[src/rtl/wb_dma.sv]
// wb_dma: single-channel Wishbone word-copy DMA engine.
// A slave port exposes SRC/DST/LEN/CTRL. A master port copies LEN words
// from SRC to DST, doing one read and then one write per word, with a
// one-cycle bus release between words so the arbiter can re-arbitrate.
module wb_dma #(
  parameter int LENBITS = 16
) (
  input  logic               clk_i,
  input  logic               rst_i,
  input  logic [1:0]         sadr_i,
  input  logic [31:0]        sdat_i,
  output logic [31:0]        sdat_o,
  input  logic [3:0]         ssel_i,
  input  logic               swe_i,
  input  logic               sstb_i,
  output logic               sack_o,
  output logic [29:0]        madr_o,
  input  logic [31:0]        mdat_i,
  output logic [31:0]        mdat_o,
  output logic               mwe_o,
  output logic [3:0]         msel_o,
  output logic               mstb_o,
  input  logic               mack_i,
  output logic               mcyc_o,
  output logic               irq_o
);

  typedef enum logic [1:0] {IDLE, RD, WR, GAP} state_t;

  state_t               state, state_nxt;
  logic [31:0]          src, dst, buffer;
  logic [LENBITS-1:0]   len;
  logic                 ie, done, start_req, abort_pend;
  logic                 busy, slv_acc, slv_wr, cfg_wr, ctrl_wr;
  logic [31:0]          src_wr, dst_wr, rd_mux;
  logic [LENBITS-1:0]   len_wr;

  assign busy    = (state != IDLE);
  assign slv_acc = sstb_i & ~sack_o;
  assign slv_wr  = slv_acc & swe_i;
  assign cfg_wr  = slv_wr & ~busy;
  assign ctrl_wr = slv_wr & (sadr_i == 2'd3) & ssel_i[0];

  // Byte-lane merge of slave write data into the config registers.
  always_comb begin
    src_wr = src;
    dst_wr = dst;
    len_wr = len;
    for (int i = 0; i < 4; i++) begin
      if (ssel_i[i]) begin
        src_wr[8*i +: 8] = sdat_i[8*i +: 8];
        dst_wr[8*i +: 8] = sdat_i[8*i +: 8];
      end
    end
    for (int b = 0; b < LENBITS; b++) begin
      if (ssel_i[b/8]) len_wr[b] = sdat_i[b];
    end
    src_wr[1:0] = 2'b00;
    dst_wr[1:0] = 2'b00;
  end

  // Slave read mux; pointers and count are shown live.
  always_comb begin
    rd_mux = '0;
    case (sadr_i)
      2'd0:    rd_mux = src;
      2'd1:    rd_mux = dst;
      2'd2:    rd_mux = 32'(len);
      default: rd_mux = {28'd0, ie, done, busy, 1'b0};
    endcase
  end

  // Slave handshake: one wait state, single-cycle ack, registered read data.
  always_ff @(posedge clk_i or posedge rst_i) begin
    if (rst_i) begin
      sack_o <= 1'b0;
      sdat_o <= '0;
    end else begin
      sack_o <= sstb_i & ~sack_o;
      if (slv_acc) sdat_o <= rd_mux;
    end
  end

  // Master state register; an async reset drops the bus request at once.
  always_ff @(posedge clk_i or posedge rst_i) begin
    if (rst_i) state <= IDLE;
    else       state <= state_nxt;
  end

  // Next-state logic and master bus outputs decoded from the state.
  always_comb begin
    state_nxt = state;
    mcyc_o    = 1'b0;
    mstb_o    = 1'b0;
    mwe_o     = 1'b0;
    madr_o    = '0;
    mdat_o    = '0;
    msel_o    = 4'h0;
    case (state)
      IDLE: begin
        if (start_req && (len != '0)) state_nxt = RD;
      end
      RD: begin
        mcyc_o = 1'b1;
        mstb_o = 1'b1;
        madr_o = src[31:2];
        msel_o = 4'hF;
        if (mack_i) state_nxt = abort_pend ? GAP : WR;
      end
      WR: begin
        mcyc_o = 1'b1;
        mstb_o = 1'b1;
        mwe_o  = 1'b1;
        madr_o = dst[31:2];
        mdat_o = buffer;
        msel_o = 4'hF;
        if (mack_i) state_nxt = GAP;
      end
      default: begin
        state_nxt = (abort_pend || (len == '0)) ? IDLE : RD;
      end
    endcase
  end

  // Config registers, transfer progress, done/abort flags and interrupt.
  always_ff @(posedge clk_i or posedge rst_i) begin
    if (rst_i) begin
      src        <= '0;
      dst        <= '0;
      len        <= '0;
      buffer     <= '0;
      ie         <= 1'b0;
      done       <= 1'b0;
      start_req  <= 1'b0;
      abort_pend <= 1'b0;
      irq_o      <= 1'b0;
    end else begin
      start_req <= ctrl_wr & sdat_i[0];
      if (cfg_wr && (sadr_i == 2'd0)) src <= src_wr;
      if (cfg_wr && (sadr_i == 2'd1)) dst <= dst_wr;
      if (cfg_wr && (sadr_i == 2'd2)) len <= len_wr;
      if (state == RD && mack_i) buffer <= mdat_i;
      if (state == WR && mack_i) begin
        src <= src + 32'd4;
        dst <= dst + 32'd4;
        len <= len - LENBITS'(1);
      end
      if (ctrl_wr) begin
        ie <= sdat_i[3];
        if (sdat_i[2]) done <= 1'b0;
      end
      if (state == IDLE && start_req && (len == '0)) done <= 1'b1;
      if (state == GAP && (len == '0) && !abort_pend) done <= 1'b1;
      if (state == IDLE)                    abort_pend <= 1'b0;
      else if (ctrl_wr && sdat_i[4])        abort_pend <= 1'b1;
      irq_o <= done & ie;
    end
  end

endmodule
[config.mk]
export PLATFORM = sky130hd
export DESIGN_NAME = wb_dma
export DESIGN_NICKNAME = d
export VERILOG_FILES = /design/src/rtl/wb_dma.sv
export SDC_FILE = /design/constraint.sdc
export NUM_CORES = 1
export LEC_CHECK = 0
export ABC_AREA = 1
export CAP_MARGIN = 40
export CORE_UTILIZATION = 41
export CTS_BUF_LIST = sky130_fd_sc_hd__clkbuf_16
export CTS_CLUSTER_DIAMETER = 200
export DETAILED_ROUTE_END_ITERATION = 10
export PLACE_DENSITY = 0.65
export SYNTH_ARGS = -nofsm -noshare
export SYNTH_HDL_FRONTEND = slang
export SYNTH_SLANG_ARGS = --single-unit
[constraint.sdc]
create_clock -name clk_i -period 8.15 [get_ports clk_i]
set_clock_uncertainty 0.1 [all_clocks]
set_input_delay 1.63 -clock clk_i [delete_from_list [all_inputs] [get_ports clk_i]]
set_output_delay 1.63 -clock clk_i [all_outputs]
set_load 0.005 [all_outputs]
Word level (Yosys, flattened, before mapping)
Index checks and enable logic that the tools add are counted.

storage, ports and cells
  output and inout port bits = 103
  register bits after elaboration = 152
  input port bits = 75

cells by class
  reduce and logical (&&, ||, !) cells = 41
  bitwise logic cells = 9
  equality and inequality tests = 9
  add/sub/neg operators = 3
  muxes and demuxes = 45

operators by type and width
  cell                     count
  $mux W32                 5
  $pmux W32 S3             1
  $add A32 B3 Y32 const B  2
  $pmux W30 S2             1
  $mux W8                  5
  $mux W16                 2
  $mux W1                  26
  $reduce_and A2 Y1        11
  $reduce_bool A2 Y1       9
  $logic_not A16 Y1        1
  $reduce_bool A16 Y1      1
  $sub A16 B1 Y16 const B  1
  $logic_and A1 B1 Y1      11
  $eq A2 B2 Y1 const B     4
  $and A1 B1 Y1            7
  $mux W2                  3
  $ne A2 B2 Y1 const B     3
  $pmux W2 S3              1
  $reduce_bool A3 Y1       2
  $eq A2 B1 Y1 const B     2
  $logic_not A2 Y1         2
  $mux W4                  1
  $reduce_and A3 Y1        1
  $not A1 Y1               2
  3 further kinds          3

Logic depth before layout (Yosys ltp)
Gate-level depths: netlist of the first run.

  depth in word-level cells = 8
  mapped depth = 12
  depth with buffers taken out = 12

Worst setup path before layout of the first run
Ideal clock, no wire load.

  path type = reg-to-output
  start point = reg state[0]
  end point = out madr_o[13]
  data arrival time = 1.472 ns
  required time = 6.420 ns
  cell stages (with the launch flop) = 7
  path slack = 4.948 ns
  path through = dfrtp_1 inv_1 ha_1 clkbuf_1 clkbuf_1 nand2_1 a21oi_1

between the ends
  longest elaborated chain between the ends = 2

RTL lines
  item                                                 line  source
  start, declared                                      30    state_t state, state_nxt;
  start signal, assigned                               87    else state <= state_nxt;
  $eq A2 B2 Y1 / $eq A2 B1 Y1 (equally long branches)  99    case (state)
  $pmux W30 S2 *                                       99
  end, declared                                        17    output logic [29:0] madr_o,

Every way passes the cells marked *; elsewhere a longest branch is shown, timed or not.

Final worst setup path of the first run
  start point = reg state[0]
  end point = out madr_o[12]

The elaborated chain is that of the path after synthesis.

==> parameters.txt, run 1 <==
Parameter                              Value

Outcome
  Result of the run ... finished clean

Finish
  Filler-free cell count of the finished design ... 1,928
  Area growth, synth to finish ... 26.75%
  Net count, final ... approximately 1,700
  Most common cell after layout, fill and taps aside ... sky130_fd_sc_hd__nand2_1
  Fraction of final layout cells with drive strength greater than 1 ... 7.678%
  Leading cell types in the layout, fill and taps excluded ... sky130_fd_sc_hd__nand2_1 (484), sky130_fd_sc_hd__nor2_1 (201), sky130_fd_sc_hd__clkdlybuf4s50_1 (177)
  Number of antenna diodes ... 0

Synthesis
  Library cells used by synthesis ... 42
  Cell area after technology mapping ... slightly below 10,000 um2
  Share of flip-flops with an asynchronous set or reset after synthesis ... 100.0%
  Yosys warning count ... 0
  Sequential area share after synthesis ... about two fifths
  Net count after synthesis ... 1,533
  Number of standard cells after synthesis ... 1,450
  EDFF count, synth ... 0
  Mean cell area of the mapped netlist ... roughly 6.6 um2
  Most used DFF post-synth ... sky130_fd_sc_hd__dfrtp_1
  Flip-flop and latch count after synthesis ... 148

Critical path
  Slowest stage cell on the critical path ... sky130_fd_sc_hd__buf_4
  Startpoint of the most critical register-to-register path ... state[0]
  Type of the setup path with the least slack ... register to output port
  Arrival time at the worst endpoint ... 2.87 ns
  Critical path startpoint ... state[0]
  Endpoint type of the worst setup path ... output port
  Critical-path cell list ... inv_1 > ha_2 > buf_4 > nand2_1 > a21oi_1 > clkdlybuf4s50_1
  Critical Path Start Type ... register
  WP data required ... 6.42 ns
  Capture point of the worst reg-to-reg path ... src[13]
  Critical path capture point ... madr_o[12]
  Largest stage delay, worst path ... 0.55 ns
  Slack of the worst reg-to-reg path ... roughly 5.5 ns
  Max FO, Critical Path ... 63
  Cells on worst reg2reg path ... 11

Floorplan
  Die H ... 155.3 um
  Die area ... 24,110 um2
  Placeable Area ... 22,850 um2
  Effective utilization at floorplan ... 42.16%
  Overall die width ... 155.3 um
  Number of I/O pins ... 178
  Number of standard-cell rows in the floorplan ... 55

Place
  PortBufs ... 177
  Total instance count after detailed placement ... between 1,500 and 2,000
  Routability-driven placement congestion ratio ... 0.9344
  Post-DP HPWL ... 24,670 um

Timing
  Number of max-slew violations in the final report ... 0
  Hold Vio Cnt, Final ... 0
  Max Clk Rate ... 0.2173 GHz
  Post-layout minimum cycle time ... 4.601 ns
  Final count of negative-setup-slack endpoints ... 0
  Setup TNS ... 0 ns
  Worst Tran Pin Value ... 0.8688 ns
  Setup repair after global routing missed its margin ... no
  Headroom to the max-slew limit ... ~42%
  Final worst path period share ... 56.46%

Route
  DRC violation total after the first TritonRoute iteration ... 1,175
  Routed wire per std cell ... 17.37 um
  Remaining antenna violation count ... 0
  Aggregate routed wire length ... roughly 33,000 um
  Number of optimization iterations in the first detailed-route pass ... 6
  Overall via count from detail_route ... 10,213
  Average via count per standard cell ... around 5.3
  DRC violations left ... 0

Global route
  Via count of the first global-routing pass ... 9,470
  Total global routing overflow ... 0
  Total routing resource utilization after global routing ... 28.15%
  Wire length of the first global-routing pass ... 52,090 um
  Pin count of the biggest net entering global routing ... 77
  Number of antenna violations at the first check in global routing ... 1

Clock network
  Deepest clock path buffer count ... 2
  Clock root buffer master ... sky130_fd_sc_hd__clkbuf_16
  Clock net sink count ... 148
  Number of clock buffers inserted by TritonCTS ... 17
  CTS tree ... done
  Number of hold buffers added after CTS ... 0
  Number of H-tree levels ... 4
  Clock-pin slew on the worst setup and hold paths ... 0.07 ns
  Source-to-sink clock delay at the later pin of the worst-skew pair ... 0.44 ns
  Post-cts gate resize count ... 0
  Setup Fix Bufs, Post-CTS ... 0

Hold path
  Worst hold path class ... register to register

Flow run
  Max cap viols ... 0

Pwr
  Maximum resistive drop on vdd ... 406.0 uV
  Power per unit of standard cell area ... 348.5 nW/um2
  Total leakage power ... roughly 0.0057 uW
[metal layers]
layer	share of wire [%]	GRT usage, %	vias up
met5	0	0	-
met2	44	43.05	516
li1	-	-	4864
met1	44	40.26	4787
met3	10	5.766	46
met4	1.7	7.843	0
[worst max-delay path, delay by kind of cell (launching register included)]
family,cells,cell delay (ns)
buf+inv,3,1.17
flops,1,0.43
simple gates,1,0.28
fa+ha+maj,1,0.23
compound gates,1,0.21
[state kept, by name, indices dropped and copies added (netlist names)]
signal	count
irq_o	1
src	30
buffer	32
dst	30
done	1
sdat_o	32
len	16
start_req	1
abort_pend	1
ie	1
sack_o	1
state	2
[logic make-up after synthesis]
group / after synthesis / share of synthesized area [%]
buffers and inverters: 224 / 9.431
AND/OR/NAND/NOR: 795 / 33.61
AO/OA/AOI/OAI: 235 / 13.00
XOR/XNOR: 8 / 0.7275
flip-flops: 148 / 38.45
adder cells (fa/ha/maj): 8 / 1.039
multiplexers: 32 / 3.741
[synth_stat cells, types with 6 or more instances]
cell type	n	share of area [%]
sky130_fd_sc_hd__buf_2	15	0.78
sky130_fd_sc_hd__inv_2	10	0.39
sky130_fd_sc_hd__dfrtp_1	148	38
sky130_fd_sc_hd__a21oi_1	121	6.3
sky130_fd_sc_hd__nand2_1	484	19
sky130_fd_sc_hd__mux2_2	32	3.7
sky130_fd_sc_hd__clkbuf_1	29	1.1
sky130_fd_sc_hd__o21ai_0	75	3.9
sky130_fd_sc_hd__buf_4	6	0.47
sky130_fd_sc_hd__nor2_2	14	0.91
sky130_fd_sc_hd__inv_1	158	6.2
sky130_fd_sc_hd__ha_1	8	1.0
sky130_fd_sc_hd__nand3_1	57	3.0
sky130_fd_sc_hd__nor2_1	201	7.8
sky130_fd_sc_hd__nand4_1	9	0.58
sky130_fd_sc_hd__xor2_1	7	0.64
sky130_fd_sc_hd__o21ai_1	10	0.52
sky130_fd_sc_hd__nand3b_1	6	0.47
sky130_fd_sc_hd__nand2_2	9	0.58
[worst min path at each step]
| stage | from | endpoint | slack (ns) | cells after the start |
|---|---|---|---|---|
| 6_report | ie | irq_o | 0.37 | 2 |
| 2_1_floorplan | ie | irq_o | 0.34 | 2 |
| 3_3_place_gp | ie | irq_o | 0.35 | 2 |
| 3_5_place_dp | ie | irq_o | 0.35 | 2 |
| 4_1_cts | ie | irq_o | 0.36 | 2 |
| 5_1_grt | ie | irq_o | 0.41 | 2 |
[layout make-up]
| type | instances | area [um2] |
|---|---|---|
| clock buffers | 17 | 425.4 |
| clock inverters | 15 | 142.6 |
| fillers | 2315 | 10640 |
| inverters | 171 | 650.6 |
| multi-input cells | 1078 | 5022 |
| flip-flops and latches | 148 | 3704 |
| well taps | 313 | 391.6 |
| repair buffers | 186 | 1872 |
[through the flow]
step | cell area, um2 | total power, uW | setup WS [ns] | hold WS, ns | util [%]
after floorplan | 9632 | 2510 | 2.440 | 0.3361 | -
after global placement | 11590 | 3369 | 3.944 | 0.3476 | 50.74
after detailed placement | 11640 | 3434 | 3.900 | 0.3520 | 50.95
after CTS | 12210 | 4224 | 3.641 | 0.3646 | 53.43
after global routing | 12210 | 4540 | 3.426 | 0.4072 | 53.43
final | 12210 | 4255 | 3.549 | 0.3668 | 53.43
[where the power goes]
group,total (uW),internal [uW],switching (uW)
logic,1960,872,1090
clock network,789,428,361
registers,1500,1050,454
total,4250,2350,1910
No activity file was read; power rests on OpenSTA's default activity.
==> run 2, diff against run 1 <==
==> constraint.sdc (replaced) <==
create_clock -name clk_i -period 4.6 [get_ports clk_i]
set_clock_uncertainty 0.1 [all_clocks]
set_input_delay 0.92 -clock clk_i [delete_from_list [all_inputs] [get_ports clk_i]]
set_output_delay 0.92 -clock clk_i [all_outputs]
set_load 0.005 [all_outputs]
==> run 2 against run 1 <==
Compared with the run above: final cell count rose by 0.41%; global-route usage down 0.41 points; first-iteration DRC count down 15%; power grew 74%; sequential power increased by 76%; clock-buffer cell count is the same; utilization grew 0.18 points; hold slack gained 0.0058 ns; die area did not move; register-to-register slack worse by 4.3 ns; setup slack got worse by 2.8 ns; critical path type unchanged; largest cell class unchanged.
==> parameters.txt, run 2 (synthesis gave the netlist of run 1 again) <==
Parameter                              Value

Outcome
  Result of the run ... finished clean

Clock network
  Setup Fix Bufs, Post-CTS ... 0
  Clock root buffer master ... sky130_fd_sc_hd__clkbuf_16
  Number of hold buffers added after CTS ... 0
  Post-cts gate resize count ... 0
  Clock net sink count ... 148
  CTS tree ... done
  Source-to-sink clock delay at the later pin of the worst-skew pair ... 0.44 ns
  Deepest clock path buffer count ... 2
  Number of H-tree levels ... 4
  Clock-pin slew on the worst setup and hold paths ... roughly 0.070 ns
  Number of clock buffers inserted by TritonCTS ... 17

Critical path
  Max FO, Critical Path ... 36
  Startpoint of the most critical register-to-register path ... state[0]
  Capture point of the worst reg-to-reg path ... src[17]
  Endpoint type of the worst setup path ... output port
  Type of the setup path with the least slack ... register to output port
  Slack of the worst reg-to-reg path ... 1.23 ns
  Critical Path Start Type ... register
  WP data required ... 3.58 ns
  Cells on worst reg2reg path ... 9
  Arrival time at the worst endpoint ... approximately 2.8 ns

Floorplan
  Die H ... 155.3 um
  Number of I/O pins ... between 150 and 200
  Die area ... 24,110 um2
  Placeable Area ... 22,850 um2
  Overall die width ... around 160 um
  Number of standard-cell rows in the floorplan ... 55
  Effective utilization at floorplan ... a little over two fifths

Pwr
  Maximum resistive drop on vdd ... 273.4 uV
  Proportion of power drawn by combinational gates ... 46.5%
  Switching part of the total ... 44.59%
  Power per unit of standard cell area ... 606.1 nW/um2
  Clock network fraction of total power ... 18.0%
  Internal power component ... roughly 4000 uW
  Flop pwr share ... 35.5%
  Total leakage power ... 0.005747 uW
  Switching power of the nets ... ~3300 uW

Timing
  Post-layout minimum cycle time ... 3.816 ns
  Final worst path period share ... 82.96%
  Number of max-slew violations in the final report ... 0
  Setup TNS ... 0 ns
  Worst Tran Pin Value ... 0.8989 ns
  Hold Vio Cnt, Final ... 0
  Headroom to the max-slew limit ... 40.07%
  Max Clk Rate ... 0.2620 GHz
  Final count of negative-setup-slack endpoints ... 0
  Setup repair after global routing missed its margin ... no

Finish
  Registers with the most flip-flops ... buffer (32), sdat_o (32)
  Most common cell after layout, fill and taps aside ... sky130_fd_sc_hd__nand2_1
  Fraction of final layout cells with drive strength greater than 1 ... a little over 8%
  Net count, final ... 1,693
  Leading cell types in the layout, fill and taps excluded ... sky130_fd_sc_hd__nand2_1 (484), sky130_fd_sc_hd__nor2_1 (201), sky130_fd_sc_hd__clkdlybuf4s50_1 (177)
  Area occupied by registers ... 3704 um2
  Number of antenna diodes ... 0
  # fillers ... 2,305
  Multi-input gate area ... ~5000 um2
  Area growth, synth to finish ... 27.16%
  Filler-free cell count of the finished design ... 1,936

Place
  Post-DP HPWL ... approximately 25,000 um
  PortBufs ... 177
  Routability-driven placement congestion ratio ... 0.9478
  Total instance count after detailed placement ... ~1,900

Hold path
  Hold Path Depth ... 2
  Worst hold path class ... register to register
  Startpoint of the lowest-slack hold path ... ie
  Worst Hold Path EP ... irq_o

Flow run
  Max cap viols ... 0

Route
  Remaining antenna violation count ... 0
  Number of optimization iterations in the first detailed-route pass ... 5
  Average via count per standard cell ... 5.186
  DRC violation total after the first TritonRoute iteration ... about 1,000
  DRC violations left ... 0
  Routed wire per std cell ... between 15 and 20 um
  Aggregate routed wire length ... 32,540 um
  Overall via count from detail_route ... 10,040

Global route
  Number of antenna violations at the first check in global routing ... 0
  Total routing resource utilization after global routing ... 27.75%
  Wire length of the first global-routing pass ... approximately 51,000 um
  Via count of the first global-routing pass ... 9,295
  Total global routing overflow ... 0
  Pin count of the biggest net entering global routing ... 99
run 2: how the worst max path moves through the flow:
stage                         from    endpoint  cells after the start
after floorplan              rst_i  abort_pend                      1
after global placement    state[1]  madr_o[14]                      6
after detailed placement  state[0]  mdat_o[30]                      6
after CTS                 state[0]  mdat_o[30]                      6
after global routing      state[0]  mdat_o[29]                      6
final                     state[0]  mdat_o[30]                      6
run 2: routing by layer:
layer  routed length, um  GRT usage [%]  up-vias  part of all wire (%)
met3                2760          5.850       48                   8.5
met1               14830          39.00     4681                    46
met5                   0              0        -                     0
li1                    -              -     4885                     -
met2               14390          42.71      426                    44
met4                 565          8.637        0                   1.7
run 2: final cells by class:
class                   count  share of cell area (%)
well taps                 313                   3.197
clock buffers              17                   3.473
multi-input cells        1078                   41.01
inverters                 171                   5.302
clock inverters            15                   1.011
repair buffers            194                   15.77
flip-flops and latches    148                   30.24
run 2: critical path: stages (launching register included):
cell and delay, ns:
sky130_fd_sc_hd__dfrtp_1 0.43, sky130_fd_sc_hd__inv_1 0.11, sky130_fd_sc_hd__ha_2 0.78, sky130_fd_sc_hd__buf_4 0.39, sky130_fd_sc_hd__nand2_1 0.10, sky130_fd_sc_hd__inv_1 0.06, sky130_fd_sc_hd__clkdlybuf4s50_1 0.48
run 2: power by group through the flow:
stage               clock network, uW  logic [uW]  registers, uW
floorplan                           0        2130           2310
finish                           1330        3460           2640
detailed placement                  0        3420           2620
global route                     1420        3850           2710
CTS                              1350        3440           2600
global placement                    0        3370           2620
run 2: through the flow:
stage / setup slack, ns / power, uW / instance area (um2) / hold slack, ns / util [%]
floorplan: 1.719 / 4447 / 9635 / 0.3361 / -
global placement: 1.230 / 5990 / 11680 / 0.3479 / 51.14
detailed placement: 1.271 / 6048 / 11700 / 0.3472 / 51.20
CTS: 0.8001 / 7401 / 12250 / 0.3756 / 53.61
global route: 0.6527 / 7976 / 12250 / 0.3981 / 53.61
finish: 0.7836 / 7423 / 12250 / 0.3726 / 53.61
==> run 3, diff against run 2 <==
==> constraint.sdc (replaced) <==
create_clock -name clk_i -period 3.7 [get_ports clk_i]
set_clock_uncertainty 0.1 [all_clocks]
set_input_delay 0.74 -clock clk_i [delete_from_list [all_inputs] [get_ports clk_i]]
set_output_delay 0.74 -clock clk_i [all_outputs]
set_load 0.005 [all_outputs]
==> run 3 against run 2 <==
Compared with the run above: final area grew 0.24%; power grew 26%; register-to-register slack lost 0.20 ns; combinational power grew 26%; setup slack lost 0.40 ns; critical path type unchanged; largest power group unchanged.
==> parameters.txt, run 3 (synthesis gave the netlist of run 1 again) <==
Parameter                              Value

Outcome
  Result of the run ... finished clean

Hold path
  Startpoint of the lowest-slack hold path ... ie
  Worst hold path class ... register to register

Flow run
  Max cap viols ... 0

Route
  Aggregate routed wire length ... 32,930 um
  Average via count per standard cell ... 5.197
  Remaining antenna violation count ... 0
  DRC violation total after the first TritonRoute iteration ... roughly 980
  Overall via count from detail_route ... 10,056
  Routed wire per std cell ... 17.02 um
  Number of optimization iterations in the first detailed-route pass ... 8
  DRC violations left ... 0

Clock network
  Number of H-tree levels ... 4
  Number of clock buffers inserted by TritonCTS ... 17
  Setup Fix Bufs, Post-CTS ... 0
  Deepest clock path buffer count ... 2
  Number of hold buffers added after CTS ... 0
  Clock-pin slew on the worst setup and hold paths ... 0.07 ns
  Clock net sink count ... 148
  Post-cts gate resize count ... 0
  Clock root buffer master ... sky130_fd_sc_hd__clkbuf_16
  Source-to-sink clock delay at the later pin of the worst-skew pair ... 0.43 ns
  CTS tree ... done

Finish
  Net count, final ... 1,692
  Number of antenna diodes ... 0
  Fraction of final layout cells with drive strength greater than 1 ... 8.138%
  Area growth, synth to finish ... 27.46%
  Filler-free cell count of the finished design ... 1,935
  Core occupancy in the finished layout ... approximately 54%
  Most common cell after layout, fill and taps aside ... sky130_fd_sc_hd__nand2_1
  Leading cell types in the layout, fill and taps excluded ... sky130_fd_sc_hd__nand2_1 (484), sky130_fd_sc_hd__nor2_1 (201), sky130_fd_sc_hd__clkdlybuf4s50_1 (177)
  Registers with the most flip-flops ... buffer (32), sdat_o (32)

Timing
  Max Clk Rate ... 0.3013 GHz
  Post-layout minimum cycle time ... 3.319 ns
  Final worst path period share ... 89.70%
  Final count of negative-setup-slack endpoints ... 0
  Setup TNS ... 0 ns
  Minimum hold slack ... between 0.3 and 0.4 ns
  Worst Tran Pin Value ... around 0.83 ns
  Setup repair after global routing missed its margin ... no
  Hold Vio Cnt, Final ... 0
  Headroom to the max-slew limit ... 44.51%
  Number of max-slew violations in the final report ... 0

Floorplan
  Overall die width ... around 160 um
  Die area ... about 24,000 um2
  Placeable Area ... between 20,000 and 25,000 um2
  Number of standard-cell rows in the floorplan ... 55
  Die H ... 155.3 um
  Number of I/O pins ... 178
  Effective utilization at floorplan ... 42.16%

Global route
  Wire length of the first global-routing pass ... 51,830 um
  Number of antenna violations at the first check in global routing ... 0
  Pin count of the biggest net entering global routing ... 149
  Via count of the first global-routing pass ... 9,356
  Total global routing overflow ... 0
  Total routing resource utilization after global routing ... 27.97%

Place
  Post-DP HPWL ... 24,650 um
  Routability-driven placement congestion ratio ... 0.9640
  PortBufs ... 177
  Total instance count after detailed placement ... 1,903

Critical path
  Type of the setup path with the least slack ... register to output port
  WP data required ... 2.86 ns
  Startpoint of the most critical register-to-register path ... state[0]
  Max FO, Critical Path ... 32
  Arrival time at the worst endpoint ... 2.48 ns
  Critical path startpoint ... state[0]
  Critical Path Start Type ... register
  Endpoint type of the worst setup path ... output port

Pwr
  Maximum resistive drop on vdd ... roughly 630 uV
  Total leakage power ... 0.005770 uW
  Power per unit of standard cell area ... 761.0 nW/um2
  Power Total ... 9342 uW
run 3: cell types whose count changed in the layout (fill, tap and decap cells not counted):
cell,before,now
sky130_fd_sc_hd__clkinvlp_4,5,3
sky130_fd_sc_hd__buf_8,1,0
sky130_fd_sc_hd__buf_4,14,13
sky130_fd_sc_hd__clkinv_2,1,2
sky130_fd_sc_hd__inv_6,3,2
sky130_fd_sc_hd__buf_12,2,3
sky130_fd_sc_hd__inv_8,3,9
sky130_fd_sc_hd__clkinv_1,3,1
sky130_fd_sc_hd__clkinv_8,0,1
sky130_fd_sc_hd__clkinv_4,3,0
run 3: area by class of cell:
cell class / instances / area, um2
Timing Repair Buffer: 193 / 1929
Sequential cell: 148 / 3704
Tap cell: 313 / 391.6
Fill cell: 2353 / 10570
Clock inverter: 15 / 155.1
Inverter: 171 / 649.4
Multi-Input combinational cell: 1078 / 5022
Clock buffer: 17 / 425.4
run 3: through the flow:
| step | setup WS (ns) | area (um2) |
|---|---|---|
| 2_1_floorplan | 0.9990 | 9635 |
| 3_3_place_gp | 0.8457 | 11700 |
| 3_5_place_dp | 0.8114 | 11700 |
| 4_1_cts | 0.3438 | 12280 |
| 5_1_grt | 0.1880 | 12280 |
| 6_report | 0.3809 | 12280 |
run 3: final timing paths:
path | end | slack [ns] | cells after the start
worst max register to register | dst[5] | 1.03 | 10
worst max-delay path | mdat_o[2] | 0.38 | 6
max in group asynchronous | sdat_o[30] | 2.10 | 3
min in group asynchronous | buffer[6] | 0.79 | 3
worst min register to register | irq_o | 0.38 | 2
worst min-delay path | irq_o | 0.38 | 2
run 3: report_power, final:
part | total (uW) | internal [uW] | switching (uW)
clock network | 1750 | 907 | 841
registers | 3230 | 2310 | 920
logic | 4360 | 1920 | 2440
total | 9340 | 5140 | 4200
run 3: per-layer routing:
metal,vias up,GRT usage [%],share of wire (%)
li1,4896,-,-
met1,4620,40.03,45
met2,471,42.36,43
met3,69,5.432,9.4
met4,0,9.104,2.4
met5,-,0,0
run 3: critical path, stage by stage, from the launching register on:
cell and delay, ns:
sky130_fd_sc_hd__dfrtp_1 0.42, sky130_fd_sc_hd__inv_1 0.10, sky130_fd_sc_hd__ha_2 0.45, sky130_fd_sc_hd__buf_4 0.40, sky130_fd_sc_hd__nand2_1 0.11, sky130_fd_sc_hd__inv_1 0.06
sky130_fd_sc_hd__clkdlybuf4s50_1 0.49
